`src/rtl/sdram_test_pkg.sv`:
```
// Shared types and helpers for the SDRAM pattern tester.
// Optional feature macro used by the tester: SDRAM_PATTERN_TESTER_INVERT_EN.
package sdram_test_pkg;

   typedef enum logic [1:0] {
      PAT_INC   = 2'd0,
      PAT_LFSR  = 2'd1,
      PAT_WALK1 = 2'd2,
      PAT_ADR   = 2'd3
   } pattern_mode_t;

   typedef enum logic [2:0] {
      ST_IDLE      = 3'd0,
      ST_WAIT_CTRL = 3'd1,
      ST_WR_REQ    = 3'd2,
      ST_WR_WAIT   = 3'd3,
      ST_RD_REQ    = 3'd4,
      ST_RD_WAIT   = 3'd5,
      ST_DONE      = 3'd6
   } tester_state_t;

   // Galois (right-shifting) feedback masks for maximal-length LFSRs.
   function automatic logic [63:0] lfsr_taps(input int width);
      case (width)
         8:       return 64'h0000_0000_0000_00B8;
         16:      return 64'h0000_0000_0000_B400;
         24:      return 64'h0000_0000_00E1_0000;
         32:      return 64'h0000_0000_8020_0003;
         64:      return 64'hD800_0000_0000_0000;
         default: return 64'h0000_0000_0000_B400;
      endcase
   endfunction

endpackage

```
`src/rtl/sdram_pattern_gen.sv`:
```
// Pattern generator shared by the write and read sweeps so that expected
// read data is regenerated instead of buffered. Holds the LFSR state; all
// other patterns are pure functions of the word index / address.
module sdram_pattern_gen
   import sdram_test_pkg::*;
#(
   parameter int DATA_WIDTH = 16,
   parameter int LFSR_SEED  = 1
) (
   input  logic                  clk,
   input  logic                  rst,
   input  logic                  load_i,
   input  logic                  adv_i,
   input  logic [31:0]           index_i,
   input  logic [DATA_WIDTH-1:0] adr_i,
   input  pattern_mode_t         mode_i,
   input  logic                  invert_i,
   output logic [DATA_WIDTH-1:0] pattern_o
);

   localparam logic [DATA_WIDTH-1:0] TAPS = DATA_WIDTH'(lfsr_taps(DATA_WIDTH));
   localparam logic [DATA_WIDTH-1:0] SEED = DATA_WIDTH'(LFSR_SEED);
   localparam logic [DATA_WIDTH-1:0] ONE  = DATA_WIDTH'(1);

   logic [DATA_WIDTH-1:0] lfsr_q, lfsr_d;
   logic [DATA_WIDTH-1:0] raw;

   // LFSR next value: reload the seed at the start of a sweep, else step once per word.
   always_comb begin
      lfsr_d = lfsr_q;
      if (load_i) begin
         lfsr_d = SEED;
      end else if (adv_i) begin
         lfsr_d = (lfsr_q >> 1) ^ (lfsr_q[0] ? TAPS : '0);
      end
   end

   // LFSR state register.
   always_ff @(posedge clk or posedge rst) begin
      if (rst) begin
         lfsr_q <= SEED;
      end else begin
         lfsr_q <= lfsr_d;
      end
   end

   // Pattern selection for the current word, optionally inverted.
   always_comb begin
      raw = '0;
      case (mode_i)
         PAT_INC:   raw = DATA_WIDTH'(index_i);
         PAT_LFSR:  raw = lfsr_q;
         PAT_WALK1: raw = ONE << (index_i % 32'(DATA_WIDTH));
         PAT_ADR:   raw = adr_i;
         default:   raw = '0;
      endcase
      pattern_o = invert_i ? ~raw : raw;
   end

endmodule

```
`src/rtl/sdram_pattern_tester.sv`:
```
// SDRAM self-test master: writes a region with a pattern, reads it back and
// compares, optionally looping. Records error/pass counts and first failure.
// Macro SDRAM_PATTERN_TESTER_INVERT_EN adds an inverted-data sweep per pass.
module sdram_pattern_tester
   import sdram_test_pkg::*;
#(
   parameter int          DATA_WIDTH    = 16,
   parameter int          ADR_WIDTH     = 25,
   parameter int          ADR_STEP      = 2,
   parameter logic [31:0] START_ADR     = 32'h0,
   parameter int          WORD_COUNT    = 1024,
   parameter int          LFSR_SEED     = 1,
   parameter int          ACK_TIMEOUT   = 4096,
   parameter int          ERR_CNT_WIDTH = 16
) (
   input  logic                     sdram_clk,
   input  logic                     sdram_rst,
   input  logic                     start_i,
   input  logic [1:0]               mode_i,
   input  logic                     loop_i,
   input  logic                     idle_i,
   output logic [31:0]              adr_o,
   output logic [DATA_WIDTH-1:0]    dat_o,
   input  logic [DATA_WIDTH-1:0]    dat_i,
   output logic [DATA_WIDTH/8-1:0]  sel_o,
   output logic                     acc_o,
   input  logic                     ack_i,
   output logic                     we_o,
   output logic                     busy_o,
   output logic                     done_o,
   output logic                     error_o,
   output logic                     timeout_o,
   output logic [ERR_CNT_WIDTH-1:0] err_count_o,
   output logic [ERR_CNT_WIDTH-1:0] pass_count_o,
   output logic [31:0]              fail_adr_o,
   output logic [DATA_WIDTH-1:0]    fail_exp_o,
   output logic [DATA_WIDTH-1:0]    fail_got_o
);

   // Handshake: a request is presented by raising acc_o with adr_o/dat_o/we_o
   // held stable; it completes on the first cycle ack_i is sampled high while
   // acc_o is high, and acc_o drops on the following cycle. ack_i while acc_o
   // is low is ignored, and every request is separated by an acc_o-low cycle.

   localparam logic [31:0] ADR_MASK = (ADR_WIDTH >= 32) ? 32'hFFFF_FFFF :
                                      ((32'd1 << ADR_WIDTH) - 32'd1);
   localparam logic [31:0] STEP_W   = 32'(ADR_STEP);
   localparam logic [31:0] LAST_IDX = 32'(WORD_COUNT - 1);
   localparam logic [31:0] TO_LAST  = 32'(ACK_TIMEOUT - 1);
   localparam bit          TO_EN    = (ACK_TIMEOUT != 0);
   localparam logic [ERR_CNT_WIDTH-1:0] ERR_MAX = '1;

   tester_state_t             state_q, state_d;
   pattern_mode_t             mode_q, mode_d;
   logic [31:0]               index_q, index_d;
   logic [31:0]               to_cnt_q, to_cnt_d;
   logic [31:0]               adr_q, adr_d;
   logic [DATA_WIDTH-1:0]     dat_q, dat_d;
   logic                      acc_q, acc_d;
   logic                      we_q, we_d;
   logic                      busy_q, busy_d;
   logic                      done_q, done_d;
   logic                      error_q, error_d;
   logic                      timeout_q, timeout_d;
   logic [ERR_CNT_WIDTH-1:0]  err_cnt_q, err_cnt_d;
   logic [ERR_CNT_WIDTH-1:0]  pass_cnt_q, pass_cnt_d;
   logic [31:0]               fail_adr_q, fail_adr_d;
   logic [DATA_WIDTH-1:0]     fail_exp_q, fail_exp_d;
   logic [DATA_WIDTH-1:0]     fail_got_q, fail_got_d;

   logic                      lfsr_load, lfsr_adv;
   logic                      inv_w;
   logic                      to_hit;
   logic                      finish_pass;
   logic [31:0]               cur_adr;
   logic [DATA_WIDTH-1:0]     cur_adr_dat;
   logic [DATA_WIDTH-1:0]     pattern;

`ifdef SDRAM_PATTERN_TESTER_INVERT_EN
   logic inv_q, inv_d;
   assign inv_w = inv_q;
`else
   assign inv_w = 1'b0;
`endif

   assign cur_adr     = (START_ADR + index_q * STEP_W) & ADR_MASK;
   assign cur_adr_dat = DATA_WIDTH'(cur_adr);
   assign to_hit      = TO_EN && (to_cnt_q == TO_LAST);

   sdram_pattern_gen #(
      .DATA_WIDTH (DATA_WIDTH),
      .LFSR_SEED  (LFSR_SEED)
   ) u_gen (
      .clk       (sdram_clk),
      .rst       (sdram_rst),
      .load_i    (lfsr_load),
      .adv_i     (lfsr_adv),
      .index_i   (index_q),
      .adr_i     (cur_adr_dat),
      .mode_i    (mode_q),
      .invert_i  (inv_w),
      .pattern_o (pattern)
   );

   // Next-state and registered-output logic for the test sequencer.
   always_comb begin
      state_d     = state_q;
      mode_d      = mode_q;
      index_d     = index_q;
      to_cnt_d    = to_cnt_q;
      adr_d       = adr_q;
      dat_d       = dat_q;
      acc_d       = acc_q;
      we_d        = we_q;
      done_d      = done_q;
      error_d     = error_q;
      timeout_d   = timeout_q;
      err_cnt_d   = err_cnt_q;
      pass_cnt_d  = pass_cnt_q;
      fail_adr_d  = fail_adr_q;
      fail_exp_d  = fail_exp_q;
      fail_got_d  = fail_got_q;
      lfsr_load   = 1'b0;
      lfsr_adv    = 1'b0;
      finish_pass = 1'b0;
`ifdef SDRAM_PATTERN_TESTER_INVERT_EN
      inv_d       = inv_q;
`endif

      case (state_q)
         ST_IDLE: begin
            if (start_i) begin
               state_d    = ST_WAIT_CTRL;
               mode_d     = pattern_mode_t'(mode_i);
               done_d     = 1'b0;
               error_d    = 1'b0;
               timeout_d  = 1'b0;
               err_cnt_d  = '0;
               pass_cnt_d = '0;
               fail_adr_d = '0;
               fail_exp_d = '0;
               fail_got_d = '0;
            end
         end
         ST_WAIT_CTRL: begin
            if (idle_i) begin
               state_d   = ST_WR_REQ;
               index_d   = '0;
               lfsr_load = 1'b1;
`ifdef SDRAM_PATTERN_TESTER_INVERT_EN
               inv_d     = 1'b0;
`endif
            end
         end
         ST_WR_REQ: begin
            acc_d    = 1'b1;
            we_d     = 1'b1;
            adr_d    = cur_adr;
            dat_d    = pattern;
            to_cnt_d = '0;
            state_d  = ST_WR_WAIT;
         end
         ST_WR_WAIT: begin
            if (acc_q && ack_i) begin
               acc_d = 1'b0;
               we_d  = 1'b0;
               if (index_q == LAST_IDX) begin
                  index_d   = '0;
                  lfsr_load = 1'b1;
                  state_d   = ST_RD_REQ;
               end else begin
                  index_d   = index_q + 32'd1;
                  lfsr_adv  = 1'b1;
                  state_d   = ST_WR_REQ;
               end
            end else if (to_hit) begin
               acc_d     = 1'b0;
               we_d      = 1'b0;
               timeout_d = 1'b1;
               error_d   = 1'b1;
               done_d    = 1'b1;
               state_d   = ST_DONE;
            end else begin
               to_cnt_d  = to_cnt_q + 32'd1;
            end
         end
         ST_RD_REQ: begin
            acc_d    = 1'b1;
            we_d     = 1'b0;
            adr_d    = cur_adr;
            to_cnt_d = '0;
            state_d  = ST_RD_WAIT;
         end
         ST_RD_WAIT: begin
            if (acc_q && ack_i) begin
               acc_d = 1'b0;
               if (dat_i != pattern) begin
                  error_d = 1'b1;
                  if (err_cnt_q != ERR_MAX) begin
                     err_cnt_d = err_cnt_q + 1'b1;
                  end
                  // A zero error count means this is the first miscompare since start.
                  if (err_cnt_q == '0) begin
                     fail_adr_d = adr_q;
                     fail_exp_d = pattern;
                     fail_got_d = dat_i;
                  end
               end
               if (index_q == LAST_IDX) begin
                  index_d   = '0;
                  lfsr_load = 1'b1;
`ifdef SDRAM_PATTERN_TESTER_INVERT_EN
                  if (!inv_q) begin
                     inv_d   = 1'b1;
                     state_d = ST_WR_REQ;
                  end else begin
                     inv_d       = 1'b0;
                     finish_pass = 1'b1;
                  end
`else
                  finish_pass = 1'b1;
`endif
                  if (finish_pass) begin
                     pass_cnt_d = pass_cnt_q + 1'b1;
                     if (loop_i) begin
                        state_d = ST_WR_REQ;
                     end else begin
                        done_d  = 1'b1;
                        state_d = ST_DONE;
                     end
                  end
               end else begin
                  index_d  = index_q + 32'd1;
                  lfsr_adv = 1'b1;
                  state_d  = ST_RD_REQ;
               end
            end else if (to_hit) begin
               acc_d     = 1'b0;
               we_d      = 1'b0;
               timeout_d = 1'b1;
               error_d   = 1'b1;
               done_d    = 1'b1;
               state_d   = ST_DONE;
            end else begin
               to_cnt_d  = to_cnt_q + 32'd1;
            end
         end
         ST_DONE: begin
            state_d = ST_IDLE;
         end
         default: begin
            state_d = ST_IDLE;
         end
      endcase

      busy_d = (state_d != ST_IDLE) && (state_d != ST_DONE);
   end

   // State and output registers; reset leaves every output low.
   always_ff @(posedge sdram_clk or posedge sdram_rst) begin
      if (sdram_rst) begin
         state_q    <= ST_IDLE;
         mode_q     <= PAT_INC;
         index_q    <= '0;
         to_cnt_q   <= '0;
         adr_q      <= '0;
         dat_q      <= '0;
         acc_q      <= 1'b0;
         we_q       <= 1'b0;
         busy_q     <= 1'b0;
         done_q     <= 1'b0;
         error_q    <= 1'b0;
         timeout_q  <= 1'b0;
         err_cnt_q  <= '0;
         pass_cnt_q <= '0;
         fail_adr_q <= '0;
         fail_exp_q <= '0;
         fail_got_q <= '0;
      end else begin
         state_q    <= state_d;
         mode_q     <= mode_d;
         index_q    <= index_d;
         to_cnt_q   <= to_cnt_d;
         adr_q      <= adr_d;
         dat_q      <= dat_d;
         acc_q      <= acc_d;
         we_q       <= we_d;
         busy_q     <= busy_d;
         done_q     <= done_d;
         error_q    <= error_d;
         timeout_q  <= timeout_d;
         err_cnt_q  <= err_cnt_d;
         pass_cnt_q <= pass_cnt_d;
         fail_adr_q <= fail_adr_d;
         fail_exp_q <= fail_exp_d;
         fail_got_q <= fail_got_d;
      end
   end

`ifdef SDRAM_PATTERN_TESTER_INVERT_EN
   // Sweep polarity register for the inverted-data sweep.
   always_ff @(posedge sdram_clk or posedge sdram_rst) begin
      if (sdram_rst) begin
         inv_q <= 1'b0;
      end else begin
         inv_q <= inv_d;
      end
   end
`endif

   assign adr_o        = adr_q;
   assign dat_o        = dat_q;
   assign sel_o        = '1;
   assign acc_o        = acc_q;
   assign we_o         = we_q;
   assign busy_o       = busy_q;
   assign done_o       = done_q;
   assign error_o      = error_q;
   assign timeout_o    = timeout_q;
   assign err_count_o  = err_cnt_q;
   assign pass_count_o = pass_cnt_q;
   assign fail_adr_o   = fail_adr_q;
   assign fail_exp_o   = fail_exp_q;
   assign fail_got_o   = fail_got_q;

endmodule

```
`config.mk`:
```
export PLATFORM = sky130hd
export DESIGN_NAME = sdram_pattern_tester
export DESIGN_NICKNAME = d
export VERILOG_FILES = /design/src/rtl/sdram_test_pkg.sv /design/src/rtl/sdram_pattern_gen.sv /design/src/rtl/sdram_pattern_tester.sv
export SDC_FILE = /design/constraint.sdc
export NUM_CORES = 1
export LEC_CHECK = 0
export BUFFER_PORTS_ARGS = -buffer_cell sky130_fd_sc_hd__buf_2
export CORE_MARGIN = 10
export CORE_UTILIZATION = 40
export DETAILED_ROUTE_END_ITERATION = 8
export PLACE_DENSITY = 0.7
export SYNTH_ARGS = -nofsm -noshare
export SYNTH_HDL_FRONTEND = slang
export SYNTH_HIERARCHICAL = 1
export SYNTH_SLANG_ARGS = --single-unit
```
`constraint.sdc`:
```
create_clock -name sdram_clk -period 12.2 [get_ports sdram_clk]
set_clock_uncertainty 0.15 [all_clocks]
set_input_delay 1.22 -clock sdram_clk [delete_from_list [all_inputs] [get_ports sdram_clk]]
set_output_delay 1.22 -clock sdram_clk [all_outputs]
set_load 0.02 [all_outputs]
```
# Word-level counts from Yosys, hierarchy flattened

Index checks and enable logic that the tools add are counted.

Register bits after elaboration: 227
Output and inout bits: 152
Logic and storage cells: 150

Add/subtract/negate cells: 4
Eq/ne operators: 30
Shift operators: 1
Muxes and demuxes: 70
Bitwise gates (word level): 1
Reduce and logical (&&, ||, !) cells: 26

Operator list:

| cell                    | number |
|---|---|
| $mux W32                | 9 |
| $mux W16                | 15 |
| $pmux W32 S2            | 3 |
| $pmux W16 S2            | 4 |
| $add A32 B1 Y32 const B | 2 |
| $pmux W16 S4            | 1 |
| $add A16 B1 Y16 const B | 2 |
| $eq A32 B10 Y1 const B  | 1 |
| $eq A32 B12 Y1 const B  | 1 |
| $mux W3                 | 8 |
| $mux W1                 | 23 |
| $ne A2 B2 Y1 const B    | 11 |
| $pmux W3 S6             | 1 |
| $logic_not A16 Y1       | 1 |
| $ne A16 B16 Y1          | 1 |
| $ne A16 B16 Y1 const B  | 1 |
| $shl A1 B4 Y16 const A  | 1 |
| $xor A15 B16 Y16        | 1 |
| $reduce_and A5 Y1       | 3 |
| $ne A3 B3 Y1 const B    | 4 |
| $reduce_and A4 Y1       | 3 |
| $reduce_bool A2 Y1      | 5 |
| $eq A3 B2 Y1 const B    | 2 |
| $eq A3 B3 Y1 const B    | 2 |
| other kinds (16)        | 27 |

# Logic depth before layout (Yosys ltp)

Word-level depth: 6
Depth in mapped cells: 14
Gate-level depth less buffers: 11

# By module

Netlist, hierarchy kept.

Modules (own cells, without submodules):

| module               | instances | cells an instance | area an instance (um2) | seq. area each (um2) |
|---|---|---|---|---|
| sdram_pattern_tester | 1         | 910               | 9,332.7                | 5,079.9 |
| sdram_pattern_gen    | 1         | 157               | 1,302.5                | 401.6 |

# Worst setup path after synthesis

OpenSTA, ideal clock, no wires.

Kind: register -> register
From: reg index_q[3]
To: reg fail_adr_q[10], in the netlist fail_adr_o[10]
Library setup time: 0.066 ns
Arrival time: 2.955 ns
Data required time: 11.984 ns
Setup slack: 9.028 ns
Stages on the path, launching flop included: 13
Path buffers: 2
Clock period less this slack: 3.172 ns
Cells stage by stage: dfrtp_1 or4b_4 nor2_1 o22ai_1 xnor2_1 xor2_1 nor4_1 nand4_1 or3_1 a21oi_1 buf_2 buf_2 a22o_1

Word-level cells in the longest chain between the ends: 5

Ends and longest elaborated chain:

| element                            | RTL line                    | RTL |
|---|---|---|
| start: declaration                 | sdram_pattern_tester.sv:55  | `logic [31:0] index_q, index_d;` |
| start signal: assignment           | sdram_pattern_tester.sv:282 | `index_q <= index_d;` |
| $shl A1 B4 Y16                     | sdram_pattern_gen.sv:53     | `PAT_WALK1: raw = ONE << (index_i % 32'(DATA_WIDTH));` |
| $pmux W16 S4                       | sdram_pattern_gen.sv:50     | `case (mode_i)` |
| via pattern[1]                     | sdram_pattern_tester.sv:77  | `logic [DATA_WIDTH-1:0] pattern;` |
| $ne A16 B16 Y1                     | sdram_pattern_tester.sv:197 | `if (dat_i != pattern) begin` |
| $ne A2 B2 Y1 (no source line)      | -                           |  |
| $reduce_and A5 Y1 (no source line) | -                           |  |
| end signal: assignment             | sdram_pattern_tester.sv:294 | `fail_adr_q <= fail_adr_d;` |
| end: declaration                   | sdram_pattern_tester.sv:67  | `logic [31:0] fail_adr_q, fail_adr_d;` |

The timed path passes the listed nets, and every way through them passes these cells.
A chain may end at the register's enable or synchronous reset.

# Worst setup path in the final report

From: reg mode_q[1]
To: reg err_cnt_q[13], in the netlist err_count_o[13]

Word-level cells in the longest chain between the ends: 5
Elaborated cells on any way between the ends: 8
Those cells by class: eq/ne: 5; mux: 1; reduce/logical: 2

Ends and longest elaborated chain:

| element                                | RTL line                    | RTL |
|---|---|---|
| start: declaration                     | sdram_pattern_tester.sv:54  | `pattern_mode_t mode_q, mode_d;` |
| start signal: assignment               | sdram_pattern_tester.sv:281 | `mode_q <= mode_d;` |
| $eq A2 B2 Y1 (tied with other cells)   | sdram_pattern_gen.sv:50     |  |
| $pmux W16 S4 (*)                       | sdram_pattern_gen.sv:50     |  |
| via pattern[6]                         | sdram_pattern_tester.sv:77  |  |
| $ne A16 B16 Y1 (*)                     | sdram_pattern_tester.sv:197 |  |
| $ne A2 B2 Y1 (no source line) (*)      | -                           |  |
| $reduce_and A5 Y1 (no source line) (*) | -                           |  |
| end signal: assignment                 | sdram_pattern_tester.sv:292 | `err_cnt_q <= err_cnt_d;` |
| end: declaration                       | sdram_pattern_tester.sv:65  | `logic [ERR_CNT_WIDTH-1:0] err_cnt_q, err_cnt_d;` |

The timed path passes the listed nets; every way through them passes the cells marked *.

==> impl_metrics.py <==
metrics = {
    "status": {
        "status": "finished, final reports clean",
    },
    "yosys": {
        "ys_ff_latch": 219,
        "synth_fa_ha_area_share_pct": 0.588,
        "yosys.area.top_type_share_pct": 51.3,
        "ys_seq_area_share_pct": 51.5,
        "synthTopCellsByArea": "dfrtp_1, nand2_1, xor2_1, a22o_1, nor2_1",
        "synth_top_family_by_area": "simple AND/OR/NAND/NOR gates",
        "synth_cells": 1067,
        "yosysUniqueCellTypes": 59,
        "synth_area_per_cell_um2": 9.97,
        "synth-compound-area-share_pct": 10.7,
        "synthSimpleGateAreaFrac_pct": 20.8,
        "synth_mux_area_share_pct": 3.12,
        "synth_flop_cell": "dfrtp_1",
        "async_reset_ff_share_pct": 100,
        "yosysWarnings": 6,
        "synth_area_um2": 10600,
        "yosys.area.top_type": "dfrtp_1",
        "synthXorXnorAreaFrac_pct": 9.06,
        "synth_edf_count": 0,
    },
    "worst_setup_path": {
        "crit_type": "register to register",
        "start_kind": "register",
        "end_kind": "register",
        "cp_slowest_cell": "a31oi_1",
        "cp_max_fo": 23,
        "crit_arrival_ns": 4.88,
        "cpPeakStageDelay_ns": 1.03,
        "cp_cell_sequence": "nand2b_1 > a2bb2oi_1 > o22ai_1 > xnor2_1 > xor2_1 > nor4_1 > nand4_1 > a31oi_1 > nor4b_1 > xnor2_1 > nor2_1",
        "reg2reg_slack_ns": 7.56,
        "crit_buf_inv": 0,
        "cpLargestDelayFamily": "simple AND/OR/NAND/NOR gates",
        "crit_path_frequent_cell": "xnor2_1",
        "worstPathRequired_ns": 12.44,
    },
    "cts": {
        "cts_tree": "built",
        "clk_path_buf_depth": 3,
        "clkSlewWorstSetupHoldPaths_ns": 0.06,
        "ctsRootBufferMaster": "clkbuf_16",
        "clkSinkCount": 219,
        "htreeDepth": 1,
        "postCtsResizedCells": 0,
        "clock_latency_ns": 0.53,
        "cts_buffers": 25,
        "holdBufCountCts": 0,
        "post_cts_buffers": 0,
    },
    "finish": {
        "multi_input_area_um2": 4820,
        "drive_gt1_share_pct": 19.6,
        "final_cell_area_um2": 12400,
        "area_delta_synth_final_pct": 16.2,
        "regArea_um2": 5480,
        "final_nets": 1229,
        "fill_cells": 2467,
    },
    "timing": {
        "setup_tns_ns": 0,
        "slew_headroom_pct": 22.6,
        "rsz0062_at_grt": "no",
        "whs_ns": 0.345,
        "final_max_slew_viol_count": 0,
        "min_period_over_period_pct": 38.1,
        "tightest_slew_ns": 1.16,
        "fmax_mhz": 215,
        "period_minus_slack_ns": 4.64,
        "setup_viol": 0,
        "hold_violations": 0,
    },
    "die": {
        "initial_core_util_pct": 40.7,
        "die_w_um": 183,
        "die-area_um2": 33500,
        "die_h_um": 183,
        "pin_count": 176,
        "num_rows": 59,
        "core_um2": 26100,
    },
    "place": {
        "place.gp.congestion": 0.849,
        "hpwl_um": 18500,
        "place_area_um2": 11600,
        "io_buffers": 157,
    },
    "detailed_routing": {
        "via_per_inst": 5.34,
        "wirelength_um": 26600,
        "route.detailed.wl_per_inst_um": 17.2,
        "drt-initial-drc-count": 634,
        "post-route-drc-count": 0,
        "drtAntennaViolNets": 0,
        "dr.pass1.iters": 7,
        "vias": 8295,
    },
    "global_route": {
        "grt_use_total_pct": 15.4,
        "grt.overflow.total": 0,
        "grt_pass1_vias": 8092,
        "grt_pass1_wl_um": 43600,
        "grt_max_degree": 131,
        "grt_antenna_before_repair": 4,
    },
    "power": {
        "power_leakage_nw": 5.99,
        "powerDensity_nw_per_um2": 194,
        "vdd_drop_max_v": 0.000118,
        "power_mw": 2.40,
    },
    "job": {
        "cap_violations": 0,
    },
    "min_path": {
        "hold_class": "register to register",
    },
}
[routing by layer]
layer	vias to the layer above	GRT usage (%)	wire length, um
met2	253	23.1	11600
li1	3968	-	-
met4	6	2.98	439
met1	4028	21.5	12400
met3	40	4.62	2150
met5	-	0	33
[kinds of logic (layout without fill, tap and decap cells)]
group	Yosys count	in the layout
adder cells (fa/ha/maj)	5	5
AO/OA/AOI/OAI	155	155
buffers and inverters	87	218
multiplexers	31	31
AND/OR/NAND/NOR	458	458
other	2	21
flip-flops	219	219
XOR/XNOR	110	110
[area by class of cell]
class	instances	area share, %
sequential	219	44.4
multi-input combinational	779	39.0
timing repair buffer	164	6.78
clock buffer	34	5.50
tap	335	3.39
clock inverter	9	0.567
inverter	11	0.395
antenna	1	0.0202
[through the flow]
stage               setup WS, ns  util, %  instances
global placement            7.70     44.4       1508
detailed placement          7.61     44.4       1508
global route                7.11     47.3       1551
CTS                         7.60     47.3       1551
floorplan                   5.29        -       1085
finish                      7.56     47.3       1552
[cell usage in the layout (no fill, tap or decap), types with 3 or more instances in the layout]
cell / count
nand3_1: 31
nor2b_1: 5
buf_2: 157
mux2_2: 17
and2_1: 6
or3_1: 16
xor2_1: 62
nor4_2: 3
o21ai_0: 24
conb_1: 20
nor3b_1: 5
nor2_1: 122
a211oi_1: 4
a21oi_1: 19
a2bb2oi_1: 16
and3_1: 17
ha_1: 5
buf_4: 7
xnor2_1: 48
mux2i_1: 14
o22ai_1: 16
nor3_1: 20
clkbuf_16: 25
inv_1: 9
dfrtp_1: 218
nand2b_1: 8
clkbuf_1: 7
clkinv_2: 5
nand4_1: 30
nor4_1: 19
a22o_1: 59
and4_1: 6
nand2_1: 151
[where the power goes]
| group | switching (mW) | total, mW | internal (mW) | leakage [nW] |
|---|---|---|---|---|
| registers | 0.117 | 0.930 | 0.813 | 2.98 |
| clock network | 0.301 | 0.693 | 0.392 | 0.369 |
| logic | 0.495 | 0.773 | 0.278 | 2.64 |
| total | 0.913 | 2.40 | 1.48 | 5.99 |
[synth_stat cells, drive strengths merged (14+ instances only)]
cell type / count
mux2: 17
a21oi: 21
xnor2: 48
nor2: 124
nor4: 23
nor3: 22
a2bb2oi: 16
o22ai: 16
and3: 19
buf: 39
nand3: 31
clkbuf: 37
dfrtp: 218
nand4: 31
mux2i: 14
a22o: 59
o21ai: 25
nand2: 151
or3: 16
xor2: 62
[registers in the layout, summed over array words and instances, names as in the netlist, 2 cells and up]
register,flops
mode_q,2
to_cnt_q,32
adr_o,24
state_q,3
fail_exp_o,16
u_gen/lfsr_q,16
index_q,32
err_count_o,16
fail_got_o,16
dat_o,16
fail_adr_o,24
pass_count_o,16
[final timing paths]
kind	startpoint	cells past startpoint	endpoint
max	mode_q[1]$_DFFE_PP0P_	11	err_count_o[13]$_DFFE_PP0P_
min	fail_adr_o[4]$_DFFE_PP0P_	1	fail_adr_o[4]$_DFFE_PP0P_
max reg2reg	mode_q[1]$_DFFE_PP0P_	11	err_count_o[13]$_DFFE_PP0P_
min reg2reg	fail_adr_o[4]$_DFFE_PP0P_	1	fail_adr_o[4]$_DFFE_PP0P_
max in group asynchronous	sdram_rst	3	index_q[15]$_DFFE_PP0P_
min in group asynchronous	sdram_rst	2	u_gen/lfsr_q[12]$_DFFE_PP0P_
No activity file was read; power rests on OpenSTA's default activity.
